File: config.mk
export PLATFORM = sky130hd
export DESIGN_NAME = reg_file_sb_flat
export DESIGN_NICKNAME = d
export VERILOG_FILES = /design/src/rtl/reg_file_sb_pkg.sv /design/src/rtl/reg_file_sb_if.sv /design/src/rtl/reg_file_sb_score.sv /design/src/rtl/reg_file_sb.sv /design/src/flat_wrapper.sv
export SDC_FILE = /design/constraint.sdc
export NUM_CORES = 2
export LEC_CHECK = 0
export CAP_MARGIN = 20
export CORE_UTILIZATION = 45
export DETAILED_ROUTE_END_ITERATION = 10
export DONT_BUFFER_PORTS = 1
export PLACE_DENSITY_LB_ADDON = 0.15
export SLEW_MARGIN = 10
export SYNTH_ARGS = -nofsm -noshare
export SYNTH_HDL_FRONTEND = slang
export SYNTH_SLANG_ARGS = --single-unit
File: constraint.sdc
create_clock -name clk -period 4.5 [get_ports clk]
set_clock_uncertainty 0.2 [all_clocks]
set_input_delay 0.675 -clock clk [delete_from_list [all_inputs] [get_ports clk]]
set_output_delay 0.675 -clock clk [all_outputs]
set_load 0.01 [all_outputs]
File: src/rtl/reg_file_sb_pkg.sv
// Shared constants and types for the scoreboarded register file.
// Holds the default geometry, the register address type and the
// per-register busy state encoding.
package reg_file_sb_pkg;

    localparam int DATA_W_DEF = 32;
    localparam int DEPTH_DEF  = 32;
    localparam int ADDR_W_DEF = $clog2(DEPTH_DEF);

    typedef logic [ADDR_W_DEF-1:0] regAddr_t;

    typedef enum logic {
        BUSY_IDLE = 1'b0,
        BUSY_PEND = 1'b1
    } busyState_e;

endpackage

File: src/rtl/reg_file_sb_if.sv
// Bus bundle of the scoreboarded register file: two read ports,
// one writeback port, the issue handshake and the pending count.
// The master side drives addresses and strobes; the slave side is the register file.
interface reg_file_sb_if
    import reg_file_sb_pkg::*;
#(
    parameter int DATA_W = DATA_W_DEF,
    parameter int DEPTH  = DEPTH_DEF
);
    localparam int ADDR_W = $clog2(DEPTH);

    logic [ADDR_W-1:0] rdAddrA;
    logic [ADDR_W-1:0] rdAddrB;
    logic [DATA_W-1:0] rdDataA;
    logic [DATA_W-1:0] rdDataB;
    logic              rdBusyA;
    logic              rdBusyB;
    logic              wrEnable;
    logic [ADDR_W-1:0] wrAddr;
    logic [DATA_W-1:0] wrData;
    logic              issueValid;
    logic [ADDR_W-1:0] issueAddr;
    logic              issueReady;
    logic [ADDR_W:0]   pendingCnt;

    modport master (
        output rdAddrA, rdAddrB, wrEnable, wrAddr, wrData, issueValid, issueAddr,
        input  rdDataA, rdDataB, rdBusyA, rdBusyB, issueReady, pendingCnt
    );

    modport slave (
        input  rdAddrA, rdAddrB, wrEnable, wrAddr, wrData, issueValid, issueAddr,
        output rdDataA, rdDataB, rdBusyA, rdBusyB, issueReady, pendingCnt
    );

endinterface

File: src/rtl/reg_file_sb_score.sv
// Scoreboard for the register file: one IDLE/PEND state per register,
// the write-after-write issue stall and the count of pending registers.
// Register 0 never becomes pending.
module reg_file_sb_score
    import reg_file_sb_pkg::*;
#(
    parameter int DEPTH  = DEPTH_DEF,
    parameter int ADDR_W = $clog2(DEPTH)
) (
    input  logic              clk,
    input  logic              rst_n,
    input  logic              wrEnable_i,
    input  logic [ADDR_W-1:0] wrAddr_i,
    input  logic              issueValid_i,
    input  logic [ADDR_W-1:0] issueAddr_i,
    output logic              issueReady_o,
    output logic [DEPTH-1:0]  busy_o,
    output logic [ADDR_W:0]   pendingCnt_o
);

    busyState_e      state_q [DEPTH];
    busyState_e      state_d [DEPTH];
    logic [ADDR_W:0] pendingCnt_q;
    logic [ADDR_W:0] pendingCnt_d;
    logic            issueTake;
    logic            wrClear;

    // Flatten the per-register states into a busy vector for the read and accept paths
    always_comb begin
        for (int i = 0; i < DEPTH; i++) begin
            busy_o[i] = (state_q[i] == BUSY_PEND);
        end
    end

    assign issueReady_o = issueValid_i & ~busy_o[issueAddr_i];
    assign issueTake    = issueReady_o & (issueAddr_i != '0);
    assign wrClear      = wrEnable_i & (wrAddr_i != '0) & busy_o[wrAddr_i];

    // Next state: writeback retires a register, then an accepted issue claims one (issue wins on a tie)
    always_comb begin
        state_d = state_q;
        if (wrEnable_i && (wrAddr_i != '0)) begin
            state_d[wrAddr_i] = BUSY_IDLE;
        end
        if (issueTake) begin
            state_d[issueAddr_i] = BUSY_PEND;
        end
        pendingCnt_d = pendingCnt_q + {{ADDR_W{1'b0}}, issueTake} - {{ADDR_W{1'b0}}, wrClear};
    end

    // Busy states and pending count, cleared immediately by reset
    always_ff @(posedge clk or negedge rst_n) begin
        if (!rst_n) begin
            for (int i = 0; i < DEPTH; i++) begin
                state_q[i] <= BUSY_IDLE;
            end
            pendingCnt_q <= '0;
        end else begin
            state_q      <= state_d;
            pendingCnt_q <= pendingCnt_d;
        end
    end

    assign pendingCnt_o = pendingCnt_q;

endmodule

File: src/rtl/reg_file_sb.sv
// Scoreboarded register file: DEPTH x DATA_W bank with two combinational
// read ports, one writeback port and an issue port that stalls on a
// pending destination. Register 0 is hardwired to zero.
// Optional feature macro: REG_FILE_SB_BYPASS_EN forwards a same-cycle
// writeback to a matching read port and clears its busy flag.
module reg_file_sb
    import reg_file_sb_pkg::*;
#(
    parameter int DATA_W   = DATA_W_DEF,
    parameter int DEPTH    = DEPTH_DEF,
    parameter int INIT_IDX = 1
) (
    input  logic          clk,
    input  logic          rst_n,
    reg_file_sb_if.slave  bus
);

    localparam int ADDR_W = $clog2(DEPTH);

    logic [DATA_W-1:0] bank_q [DEPTH];
    logic [DATA_W-1:0] bank_d [DEPTH];
    logic [DEPTH-1:0]  busy;
    logic              issueReady;
    logic [ADDR_W:0]   pendingCnt;
    logic [DATA_W-1:0] rdDataA;
    logic [DATA_W-1:0] rdDataB;
    logic              rdBusyA;
    logic              rdBusyB;

    reg_file_sb_score #(
        .DEPTH  (DEPTH),
        .ADDR_W (ADDR_W)
    ) u_score (
        .clk          (clk),
        .rst_n        (rst_n),
        .wrEnable_i   (bus.wrEnable),
        .wrAddr_i     (bus.wrAddr),
        .issueValid_i (bus.issueValid),
        .issueAddr_i  (bus.issueAddr),
        .issueReady_o (issueReady),
        .busy_o       (busy),
        .pendingCnt_o (pendingCnt)
    );

    // Bank next state: writeback to any register except r0
    always_comb begin
        bank_d = bank_q;
        if (bus.wrEnable && (bus.wrAddr != '0)) begin
            bank_d[bus.wrAddr] = bus.wrData;
        end
    end

    // Bank storage; reset loads the index pattern or zeros, r0 always resets to zero
    always_ff @(posedge clk or negedge rst_n) begin
        if (!rst_n) begin
            for (int i = 0; i < DEPTH; i++) begin
                bank_q[i] <= (INIT_IDX != 0) ? DATA_W'(i) : '0;
            end
        end else begin
            bank_q <= bank_d;
        end
    end

`ifdef REG_FILE_SB_BYPASS_EN
    logic issueTake;
    logic fwdA;
    logic fwdB;

    assign issueTake = bus.issueValid & issueReady & (bus.issueAddr != '0);
    assign fwdA      = bus.wrEnable & (bus.wrAddr == bus.rdAddrA) & (bus.wrAddr != '0);
    assign fwdB      = bus.wrEnable & (bus.wrAddr == bus.rdAddrB) & (bus.wrAddr != '0);
`endif

    // Read muxes: stored value and busy flag, overridden by a matching writeback when forwarding is built in
    always_comb begin
        rdDataA = bank_q[bus.rdAddrA];
        rdDataB = bank_q[bus.rdAddrB];
        rdBusyA = busy[bus.rdAddrA];
        rdBusyB = busy[bus.rdAddrB];
`ifdef REG_FILE_SB_BYPASS_EN
        if (fwdA) begin
            rdDataA = bus.wrData;
            rdBusyA = issueTake & (bus.issueAddr == bus.rdAddrA);
        end
        if (fwdB) begin
            rdDataB = bus.wrData;
            rdBusyB = issueTake & (bus.issueAddr == bus.rdAddrB);
        end
`endif
    end

    assign bus.rdDataA    = rdDataA;
    assign bus.rdDataB    = rdDataB;
    assign bus.rdBusyA    = rdBusyA;
    assign bus.rdBusyB    = rdBusyB;
    assign bus.issueReady = issueReady;
    assign bus.pendingCnt = pendingCnt;

endmodule

File: src/flat_wrapper.sv
// flat-port wrapper written by rule: the top's interface ports become plain ports
module reg_file_sb_flat import reg_file_sb_pkg::*;
#(
    parameter int DATA_W   = DATA_W_DEF,
    parameter int DEPTH    = DEPTH_DEF,
    parameter int INIT_IDX = 1
)
  (clk, rst_n, bus_rdAddrA, bus_rdAddrB, bus_wrEnable, bus_wrAddr, bus_wrData, bus_issueValid, bus_issueAddr, bus_rdDataA, bus_rdDataB, bus_rdBusyA, bus_rdBusyB, bus_issueReady, bus_pendingCnt);
  reg_file_sb_if #(.DATA_W(DATA_W), .DEPTH(DEPTH)) bus_i ();
  input  logic clk;
  input  logic rst_n;
  input wire logic [$bits(bus_i.rdAddrA)-1:0] bus_rdAddrA;
  input wire logic [$bits(bus_i.rdAddrB)-1:0] bus_rdAddrB;
  input wire logic [$bits(bus_i.wrEnable)-1:0] bus_wrEnable;
  input wire logic [$bits(bus_i.wrAddr)-1:0] bus_wrAddr;
  input wire logic [$bits(bus_i.wrData)-1:0] bus_wrData;
  input wire logic [$bits(bus_i.issueValid)-1:0] bus_issueValid;
  input wire logic [$bits(bus_i.issueAddr)-1:0] bus_issueAddr;
  output wire logic [$bits(bus_i.rdDataA)-1:0] bus_rdDataA;
  output wire logic [$bits(bus_i.rdDataB)-1:0] bus_rdDataB;
  output wire logic [$bits(bus_i.rdBusyA)-1:0] bus_rdBusyA;
  output wire logic [$bits(bus_i.rdBusyB)-1:0] bus_rdBusyB;
  output wire logic [$bits(bus_i.issueReady)-1:0] bus_issueReady;
  output wire logic [$bits(bus_i.pendingCnt)-1:0] bus_pendingCnt;
  assign bus_i.rdAddrA = bus_rdAddrA;
  assign bus_i.rdAddrB = bus_rdAddrB;
  assign bus_i.wrEnable = bus_wrEnable;
  assign bus_i.wrAddr = bus_wrAddr;
  assign bus_i.wrData = bus_wrData;
  assign bus_i.issueValid = bus_issueValid;
  assign bus_i.issueAddr = bus_issueAddr;
  assign bus_rdDataA = bus_i.rdDataA;
  assign bus_rdDataB = bus_i.rdDataB;
  assign bus_rdBusyA = bus_i.rdBusyA;
  assign bus_rdBusyB = bus_i.rdBusyB;
  assign bus_issueReady = bus_i.issueReady;
  assign bus_pendingCnt = bus_i.pendingCnt;
  reg_file_sb #(.DATA_W(DATA_W), .DEPTH(DEPTH), .INIT_IDX(INIT_IDX)) u_core (.clk(clk), .rst_n(rst_n), .bus(bus_i));
endmodule
==> results.json <==
{
  "postRouteAntennaNets": 0,
  "fillers": 10300,
  "worst_hold_slack_ps": 73.4,
  "peakVddDrop_mv": 0.325,
  "synth_edf_count": 0,
  "dpl_cell_area_sq_um": 58300,
  "clk_pin_slew_worst_paths_ps": 60,
  "hpwlAfterDp_um": 91300,
  "synthAdderAreaFrac_pct": 0.166,
  "root_buffer": "clkbuf_16",
  "fp-row-count": 130,
  "powerDensity_nw_per_um2": 455,
  "maxCapViolCount": 0,
  "worst_setup_path_end_kind": "primary output",
  "fin_crit_sh_pct": 90.4,
  "postCtsSetupBuffers": 0,
  "dieArea_sq_um": 129000,
  "r2r_slack_ps": 960,
  "synthArstFlopShare_pct": 100,
  "r2r_end": "u_core.u_score.pendingCnt_o[4]",
  "synthMuxAreaShare_pct": 46.2,
  "drtIter0Drc": 2226,
  "cp.arrival_ps": 3190,
  "cts_sinks": 1062,
  "synth_nets": 3614,
  "numCtsBuffers": 121,
  "grt_max_degree": 265,
  "slew_viol_final": 46,
  "fin_area_sq_um": 62900,
  "syn_avg_cell_area_sq_um": 16.2,
  "crit_start": "bus_rdAddrA[0]",
  "synth_area_sq_um": 57400,
  "wire_per_inst_um": 32.8,
  "grt_overflow": 0,
  "fmax_mhz": 246,
  "antenna_found_initial": 5,
  "rsz0062_at_grt": "no",
  "ff2ff_path_depth": 11,
  "holdPathEnd": "u_core.u_score.busy_o[22]",
  "synthSimpleGateAreaFrac_pct": 1.05,
  "place.gp.congestion": 0.789,
  "pin_count": 129,
  "grt_pass1_wl_um": 253000,
  "dr.pass1.iters": 7,
  "vias_per_cell": 6.58,
  "setup_violations": 0,
  "synth_xor_area_share_pct": 0.0610,
  "drt-total-wl_um": 168000,
  "synthCells": 3551,
  "violations": "slew limit",
  "io_buffer_count": 0,
  "synth_compound_area_share_pct": 2.42,
  "reg2reg_from": "u_core.u_score.busy_o[11]",
  "cts_tree": "yes",
  "initial_core_util_pct": 45.6,
  "die_h_um": 359,
  "worstHoldStart": "bus_issueAddr[0]",
  "crit_fanout": 264,
  "startpoint_type": "input pin",
  "core-area_sq_um": 126000,
  "setup_tns_ps": 0,
  "min_path_cells": 3,
  "cp.required_ps": 3620,
  "status": "complete, but fails checks",
  "max-slew-margin-rel_pct": -6.53,
  "worst_pin_slew_ps": 1600,
  "clockBufferDepth": 3,
  "first_global_vias": 37200,
  "hold_viol_final": 0,
  "area_delta_synth_final_pct": 9.59,
  "antenna_cells": 0,
  "leakagePower_nw": 26.7,
  "yosysSeqAreaShare_pct": 46.5,
  "hp-class": "input pin to flip-flop",
  "ys_warn_count": 0,
  "grt_usage_pct": 26.4,
  "vias": 33800,
  "clkLatencyLatePin_ps": 750,
  "drive_gt1_share_pct": 54.7,
  "ys_seq_elements": 1062,
  "min_period_ps": 4070,
  "ys.flop_type": "dfrtp_1",
  "fp.dieW_um": 359,
  "synth_cell_types": 45,
  "cts.htree.levels": 3,
  "synth_top_family_by_area": "multiplexers",
  "nNetsFinal": 3440,
  "drc_errors": 0,
  "path_class": "input pin to primary output"
}
timing repair:
action                    4_1_cts  5_1_grt
resized for setup               0        0
hold endpoints to repair     1166        0
hold buffers                   39        0
worst max path at each step:
stage / endpoint / slack, ps / depth (start not counted)
after floorplan: u_core.u_score.pendingCnt_o[4] / 790 / 12
after global placement: u_core.u_score.pendingCnt_o[4] / 700 / 11
after detailed placement: u_core.u_score.pendingCnt_o[4] / 710 / 11
after CTS: u_core.u_score.pendingCnt_o[4] / 960 / 11
after global routing: u_core.bank_q[749] / 450 / 6
final: bus_rdDataA[21] / 430 / 3
power breakdown:
group | internal, mW | switching [mW]
sequential | 11.5 | 1.41
clock | 5.91 | 4.11
combinational | 3.66 | 1.98
sequential cells by signal, summed over array words and instances, names as in the netlist:
signal	flops
u_core.u_score.busy_o	32
u_core.bank_q	1024
u_core.u_score.pendingCnt_o	6
layout make-up:
| class | instances | area, sq um | share of cell area [%] |
|---|---|---|---|
| Multi-Input combinational cell | 2069 | 28800 | 45.8 |
| Sequential cell | 1062 | 26700 | 42.4 |
| Clock buffer | 193 | 3760 | 5.98 |
| Tap cell | 1650 | 2060 | 3.28 |
| Timing Repair Buffer | 117 | 1280 | 2.04 |
| Clock inverter | 32 | 293 | 0.465 |
| Inverter | 6 | 22.5 | 0.0358 |
synth_stat cells (all sizes together) (2+ instances only):
cell     number  area (sq um)
nor2         19          81.3
a22oi        70           539
and3          2          12.5
mux4        609         14000
and3b         5          43.8
mux2i       132          1320
o2111ai       2          17.5
nand3        10          50.1
inv           6          22.5
o21ai        47           235
xor2          3          26.3
buf         197          1250
and2          3          18.8
nor2b         9          56.3
a21oi         4          20.0
nor3b         7          52.6
mux2        994         11200
clkbuf      217           815
dfstp        80          2100
dfrtp       982         24600
ha            6          75.1
nor3          4          20.0
a21o          3          22.5
o21a         66           495
nand2        59           221
nand3b        4          30.0
per-layer routing:
layer | vias up | GRT usage, % | part of all wire, %
met5 | - | 0 | 0.029
met2 | 1042 | 44.3 | 50
met4 | 8 | 9.35 | 3.6
met1 | 18800 | 34.7 | 41
met3 | 344 | 4.33 | 4.8
li1 | 13600 | - | -
kinds of logic after synthesis:
| logic type | count (synthesis) |
|---|---|
| multiplexers | 1735 |
| flip-flops | 1062 |
| buffers and inverters | 420 |
| AO/OA/AOI/OAI | 199 |
| AND/OR/NAND/NOR | 124 |
| adder cells (fa/ha/maj) | 7 |
| XOR/XNOR | 4 |
per-stage QoR:
step	worst slack (ps)	std cells	utilization (%)	total power [mW]
5_1_grt	449	5129	49.9	29.9
3_3_place_gp	700	4853	46.2	18.1
4_1_cts	956	5118	49.8	28.8
3_5_place_dp	712	4854	46.2	18.6
2_1_floorplan	788	3551	-	17.4
6_report	431	5129	49.9	28.6
worst max-delay path: stages:
cell    delay [ps]
mux4_2        1010
mux4_2         510
o21a_1         280
layout by cell type, fill, tap and decap left out, types with 5 or more instances in the layout:
master         synthesis  layout
clkbuf_16              0     126
clkinvlp_4             0       7
nor3b_1                7       7
buf_8                  0       7
mux4_1                84      84
and3b_1                5       5
a22oi_1               69      69
mux2_2               987     987
buf_4                 23      55
mux2_1                 7       7
nor2b_1                9       7
clkbuf_1             217      31
nand2_1               59      44
clkbuf_8               0      36
dfrtp_1              982     982
nand3_1               10      10
mux2i_1              132     132
inv_1                  6       6
mux4_2               525     525
buf_12                10       7
dfstp_2               80      80
nand2_2                0      15
buf_16                 0       8
clkinv_2               0      19
nor2_4                 0      16
o21a_1                66      66
dlygate4sd3_1          0      38
ha_1                   6       6
o21ai_0               47      47
Note: power is estimated with default switching activity, not from simulation.
